### config.mk
export PLATFORM = sky130hd
export DESIGN_NAME = dmem_arbiter_flat
export DESIGN_NICKNAME = d
export VERILOG_FILES = /design/src/rtl/dmem_arbiter_if.sv /design/src/rtl/dmem_arbiter.sv /design/src/flat_wrapper.sv
export SDC_FILE = /design/constraint.sdc
export NUM_CORES = 1
export LEC_CHECK = 0
export ABC_AREA = 1
export CAP_MARGIN = 20
export CORE_ASPECT_RATIO = 0.8
export CORE_UTILIZATION = 40
export CTS_CLUSTER_SIZE = 20
export DETAILED_ROUTE_END_ITERATION = 16
export GPL_ROUTABILITY_DRIVEN = 0
export MAX_ROUTING_LAYER = met4
export PLACE_DENSITY = 0.83
export SYNTH_ARGS = -nofsm -noshare
export SYNTH_HDL_FRONTEND = slang
export SYNTH_SLANG_ARGS = --single-unit
export TNS_END_PERCENT = 100
### constraint.sdc
create_clock -name clk -period 2.3 [get_ports clk]
set_input_delay 0.46 -clock clk [delete_from_list [all_inputs] [get_ports clk]]
set_output_delay 0.46 -clock clk [all_outputs]
set_load 0.1 [all_outputs]
### src/rtl/dmem_arbiter_if.sv
// Core-side bus of the shared data-memory arbiter: per-core request
// fields packed side by side, plus the one-hot grant/read-valid returns
// and the broadcast read data.
interface dmem_arbiter_if #(
  parameter int CORE_COUNT = 4,
  parameter int ADDR_WIDTH = 12,
  parameter int DATA_WIDTH = 12
);
  logic [CORE_COUNT-1:0]            req;
  logic [CORE_COUNT-1:0]            wrEn;
  logic [CORE_COUNT*ADDR_WIDTH-1:0] addr;
  logic [CORE_COUNT*DATA_WIDTH-1:0] wrData;
  logic [CORE_COUNT-1:0]            grant;
  logic [CORE_COUNT-1:0]            rdValid;
  logic [DATA_WIDTH-1:0]            rdData;

  // Cores drive requests and observe the arbiter's answers
  modport master (
    output req, wrEn, addr, wrData,
    input  grant, rdValid, rdData
  );

  // The arbiter observes requests and drives the answers
  modport slave (
    input  req, wrEn, addr, wrData,
    output grant, rdValid, rdData
  );
endinterface

### src/rtl/dmem_arbiter.sv
// Round-robin arbiter sharing one synchronous-read data RAM among
// CORE_COUNT cores. Grants and the RAM command are registered; read data
// comes back from the RAM one cycle after the grant and is flagged to the
// owning core with a one-hot rdValid.
module dmem_arbiter #(
  parameter int CORE_COUNT = 4,
  parameter int ADDR_WIDTH = 12,
  parameter int DATA_WIDTH = 12
) (
  input  logic                  clk,
  input  logic                  rstN,
  dmem_arbiter_if.slave         core,
  output logic [ADDR_WIDTH-1:0] mem_addr,
  output logic [DATA_WIDTH-1:0] mem_wrData,
  output logic                  mem_wrEn,
  input  logic [DATA_WIDTH-1:0] mem_rdData,
  output logic                  busy
);

  localparam int PTR_W = (CORE_COUNT > 1) ? $clog2(CORE_COUNT) : 1;
  localparam logic [PTR_W-1:0] LAST_IDX = PTR_W'(CORE_COUNT - 1);

  logic [PTR_W-1:0]      ptr;
  logic [PTR_W-1:0]      win_p0;
  logic                  found_p0;
  logic [CORE_COUNT-1:0] elig_p0;
  logic [PTR_W-1:0]      scan_idx;
  int                    scan_pos;

  logic [ADDR_WIDTH-1:0] addr_a   [CORE_COUNT];
  logic [DATA_WIDTH-1:0] wrdata_a [CORE_COUNT];

  genvar g;
  for (g = 0; g < CORE_COUNT; g++) begin : g_unpack
    assign addr_a[g]   = core.addr[g*ADDR_WIDTH +: ADDR_WIDTH];
    assign wrdata_a[g] = core.wrData[g*DATA_WIDTH +: DATA_WIDTH];
  end

  // The core currently holding grant is masked so a still-high req is not
  // granted a second time for the same access.
  assign elig_p0 = core.req & ~core.grant;

  // Search ptr, ptr+1, ... with wrap for the first eligible core
  always_comb begin
    found_p0 = 1'b0;
    win_p0   = '0;
    scan_pos = 0;
    scan_idx = '0;
    for (int i = 0; i < CORE_COUNT; i++) begin
      scan_pos = int'(ptr) + i;
      if (scan_pos >= CORE_COUNT) scan_pos = scan_pos - CORE_COUNT;
      scan_idx = PTR_W'(scan_pos);
      if (!found_p0 && elig_p0[scan_idx]) begin
        found_p0 = 1'b1;
        win_p0   = scan_idx;
      end
    end
  end

  // ---- stage 1: registered grant, RAM command and read-return flag ----
  // Register the winner's command; a read granted last cycle returns now
  always_ff @(posedge clk or negedge rstN) begin
    if (!rstN) begin
      core.grant   <= '0;
      core.rdValid <= '0;
      mem_wrEn     <= 1'b0;
      mem_addr     <= '0;
      mem_wrData   <= '0;
      ptr          <= '0;
    end else begin
      core.rdValid <= core.grant & {CORE_COUNT{~mem_wrEn}};
      if (found_p0) begin
        core.grant <= CORE_COUNT'(1) << win_p0;
        mem_addr   <= addr_a[win_p0];
        mem_wrData <= wrdata_a[win_p0];
        mem_wrEn   <= core.wrEn[win_p0];
        ptr        <= (win_p0 == LAST_IDX) ? '0 : win_p0 + PTR_W'(1);
      end else begin
        core.grant <= '0;
        mem_wrEn   <= 1'b0;
      end
    end
  end

  // RAM output is already aligned with rdValid, so it is simply broadcast
  assign core.rdData = mem_rdData;
  assign busy        = (|core.req) | (|core.grant) | (|core.rdValid);

endmodule

### src/flat_wrapper.sv
// flat-port wrapper written by rule: the top's interface ports become plain ports
module dmem_arbiter_flat 
#(
  parameter int CORE_COUNT = 4,
  parameter int ADDR_WIDTH = 12,
  parameter int DATA_WIDTH = 12
)
  (clk, rstN, mem_addr, mem_wrData, mem_wrEn, mem_rdData, busy, core_req, core_wrEn, core_addr, core_wrData, core_grant, core_rdValid, core_rdData);
  dmem_arbiter_if #(.CORE_COUNT(CORE_COUNT), .ADDR_WIDTH(ADDR_WIDTH), .DATA_WIDTH(DATA_WIDTH)) core_i ();
  input  logic clk;
  input  logic rstN;
  output logic [ADDR_WIDTH-1:0] mem_addr;
  output logic [DATA_WIDTH-1:0] mem_wrData;
  output logic mem_wrEn;
  input  logic [DATA_WIDTH-1:0] mem_rdData;
  output logic busy;
  input wire logic [$bits(core_i.req)-1:0] core_req;
  input wire logic [$bits(core_i.wrEn)-1:0] core_wrEn;
  input wire logic [$bits(core_i.addr)-1:0] core_addr;
  input wire logic [$bits(core_i.wrData)-1:0] core_wrData;
  output wire logic [$bits(core_i.grant)-1:0] core_grant;
  output wire logic [$bits(core_i.rdValid)-1:0] core_rdValid;
  output wire logic [$bits(core_i.rdData)-1:0] core_rdData;
  assign core_i.req = core_req;
  assign core_i.wrEn = core_wrEn;
  assign core_i.addr = core_addr;
  assign core_i.wrData = core_wrData;
  assign core_grant = core_i.grant;
  assign core_rdValid = core_i.rdValid;
  assign core_rdData = core_i.rdData;
  dmem_arbiter #(.CORE_COUNT(CORE_COUNT), .ADDR_WIDTH(ADDR_WIDTH), .DATA_WIDTH(DATA_WIDTH)) u_core (.clk(clk), .rstN(rstN), .core(core_i), .mem_addr(mem_addr), .mem_wrData(mem_wrData), .mem_wrEn(mem_wrEn), .mem_rdData(mem_rdData), .busy(busy));
endmodule
==> reports/metrics.csv, run 1 <==
stage,metric,value,unit
status,outcome,completed,
clocking,Max Buffers Root-to-Sink,2,
critical_path,WS Path Type,input pin to primary output,
layout,post-synthesis to final-layout area growth,47.96,%
route,Vias,3751,
clocking,Clock Latency Late Sink,290,ps
floorplan,Initial Utilization,41.85,%
route,final WL,9804,um
route,WL/cell,13.30,um
layout,n_diodes,0,
logic_synthesis,#FFs+latches synth,35,
logic_synthesis,post-synthesis compound-gate area fraction,0.3205,%
critical_path,Required @ worst endpoint,1840,ps
clocking,CTS sink cnt,35,
global_route,initial antenna violation count,0,
route,via-per-instance ratio,5.090,
place,Final HPWL DP,7354,um
clocking,Worst-path clk slew,80,ps
logic_synthesis,largest family of logic cells by synthesized area,simple AND/OR/NAND/NOR gates,
logic_synthesis,Ys Warns,0,
floorplan,FP Rows,28,
clocking,Clock Tree Root,clkbuf_8,
clocking,count of hold-fix buffers inserted at cts,0,
layout,layout cell share with drive strength beyond 1,12.97,%
critical_path,Worst Reg-to-Reg Cells,12,
route,drt first pass iters,6,
floorplan,core area,7462,um2
global_route,pin count of the biggest net entering global routing,38,
logic_synthesis,Synth Area in XOR/XNOR,0,%
timing,Setup Skew,9.552,ps
logic_synthesis,mux contribution to synthesized area,0,%
logic_synthesis,Yosys cell types,23,
logic_synthesis,syn_nets,632,
critical_path,Worst Path Arrival,1680,ps
timing,FMAX,468.3,MHz
critical_path,crit path max fanout,3,
route,routed wl met2,4756,um
floorplan,Die ar.,8167,um2
route,antenna violation net count after detailed routing,0,
clocking,post-CTS setup buffers,0,
timing,Setup Viol. Count Final,0,
timing,Final Critical Period,2135,ps
timing,post-route clock period utilization,92.83,%
timing,Rel. slew slack,45.86,%
timing,worst-margin pin slew,812.1,ps
hold_path,HP Class,input pin to async pin,
logic_synthesis,Synth Area in Adders,1.603,%
floorplan,I/O pins,164,
clocking,post_cts resized,0,
place,number of port buffers,139,
place,pre-CTS setup slack,-59.94,ps
logic_synthesis,Post-Synth Simple-Gate Area,47.68,%
critical_path,Crit. path cell count,4,
timing,RSZ-0062 raised after global routing,no,
route,Max Used Layer,met4,
layout,Final #Nets,753,
layout,most frequent cells in the layout,"nand2_1 (172), inv_1 (109), clkdlybuf4s50_1 (104), nand3_1 (64), nand4_1 (51)",
logic_synthesis,post-synthesis cell area,3123,um2
route,met1 wire length,4021,um
route,Residual DRC,0,
critical_path,crit path cell chain,"clkdlybuf4s50_1, nor4_1, nand3_2, buf_12",
timing,"Slew Viols, Final",0,
clocking,H-tree level count,2,
global_route,GR Overflow Total,0,
logic_synthesis,Syn Inst Count,510,
global_route,vias in the first global route,3428,
layout,# fillers,671,
critical_path,startpoint types,input pin,
floorplan,Vert. Die Dim,81.03,um
run,max cap viols,0,
clocking,CTS tree,done,
layout,share of the core filled with cells,61.92,%
global_route,Tot GR Track Use,24.36,%
logic_synthesis,syn avg cell area,6.124,um2
critical_path,reg2reg setup slack,220,ps
logic_synthesis,"Seq/Total Area, Yosys",28.04,%
critical_path,Crit path largest cell delay,440,ps
floorplan,Die Wd,100.8,um
timing,final hold vios,0,
critical_path,"delay-heaviest family, CP",buffers and inverters,
clocking,total CTS buffers,5,
critical_path,CP Capture Type,primary output,
critical_path,WP buf/inv,2,
route,routed wl met3,887,um
layout,"commonest non-fill, non-tap cell in the layout",nand2_1,
global_route,first-pass GRT wire length,15280,um
route,1st-iter DRT viols,231,
timing,PnR worst setup slack,164.8,ps
critical_path,"Slowest-stage cell, CP",clkdlybuf4s50_1,
-- Yosys cell counts --
cell type / count / area, um2
nand2_1: 172 / 645.6
inv_1: 109 / 409.1
nand3_1: 65 / 325.3
nand4_1: 51 / 319.1
dfrtp_1: 35 / 875.8
buf_2: 23 / 115.1
buf_4: 14 / 105.1
nor2_1: 8 / 30.03
ha_1: 4 / 50.05
nand2_4: 4 / 45.04
buf_6: 3 / 33.78
nand2_2: 3 / 18.77
nand3_2: 3 / 30.03
nor4_1: 3 / 18.77
clkbuf_1: 2 / 7.510
inv_2: 2 / 7.510
inv_4: 2 / 12.51
nand3_4: 2 / 35.03
a21oi_1: 1 / 5.000
buf_1: 1 / 3.750
clkinv_1: 1 / 3.750
nand4_4: 1 / 21.27
o21ai_1: 1 / 5.000
-- layout make-up --
class                      count  area, um2  area share (%)
clock buffer                   6      72.57           1.571
inverter                     114      432.9           9.369
timing repair buffer         157       1536           33.25
clock inverter                 2      12.51          0.2708
sequential                    35      880.8           19.06
tap                          105      131.4           2.843
multi-input combinational    318       1554           33.63
-- routing by layer --
metal	track usage (%)	vias up
li1	-	1806
met1	28.24	1729
met2	42.53	195
met3	4.561	21
met4	8.696	0
met5	-	-
-- logic make-up after synthesis --
family,count (synthesis)
buffers and inverters,157
and+or+nand+nor,312
DFF,35
AOI/OAI and AO/OA,2
adders and majority gates,4
-- through the flow --
stage	setup TNS [ps]	std cells	instance area (um2)	hold WS, ps
floorplan	0	510	3133	164.4
detailed placement	-1126	729	4536	475.1
global route	0	737	4621	298.8
CTS	0	737	4621	279.1
finish	0	737	4621	254.2
global placement	0	729	4536	464.9
-- worst reg2reg max path: cells and delay by family (launching register included) --
family | cells | cell delay (ps)
flip-flops | 1 | 550
AND/OR/NAND/NOR | 10 | 1120
buffers and inverters | 2 | 310
-- sequential cells by signal, summed over array words and instances, names as in the netlist --
register and flops:
u_core.mem_wrEn 1, u_core.core.grant 4, u_core.mem_addr 12, u_core.mem_wrData 12, u_core.core.rdValid 4, u_core.ptr 2
-- path summary, 6_finish.rpt --
path / start / end
setup / recovery: core_req[1] / busy
hold / removal: rstN / u_core.mem_wrData[8]
setup reg to reg: u_core.ptr[0] / u_core.mem_addr[2]
hold reg to reg: u_core.mem_addr[9] / u_core.mem_addr[9]
max in group asynchronous: rstN / u_core.core.grant[3]
min in group clk: u_core.mem_addr[9] / u_core.mem_addr[9]
Power of run 1 is not shown: default switching activity piles up to over one toggle a cycle in this logic, so the estimate is an artifact.
==> run 2: changes to the inputs <==
CTS_CLUSTER_SIZE = 25   (was 20)
==> results of run 2 <==
No change in the layout: final DEF, timing and power equal those of run 1.
Power of run 2 is left out for the same reason.
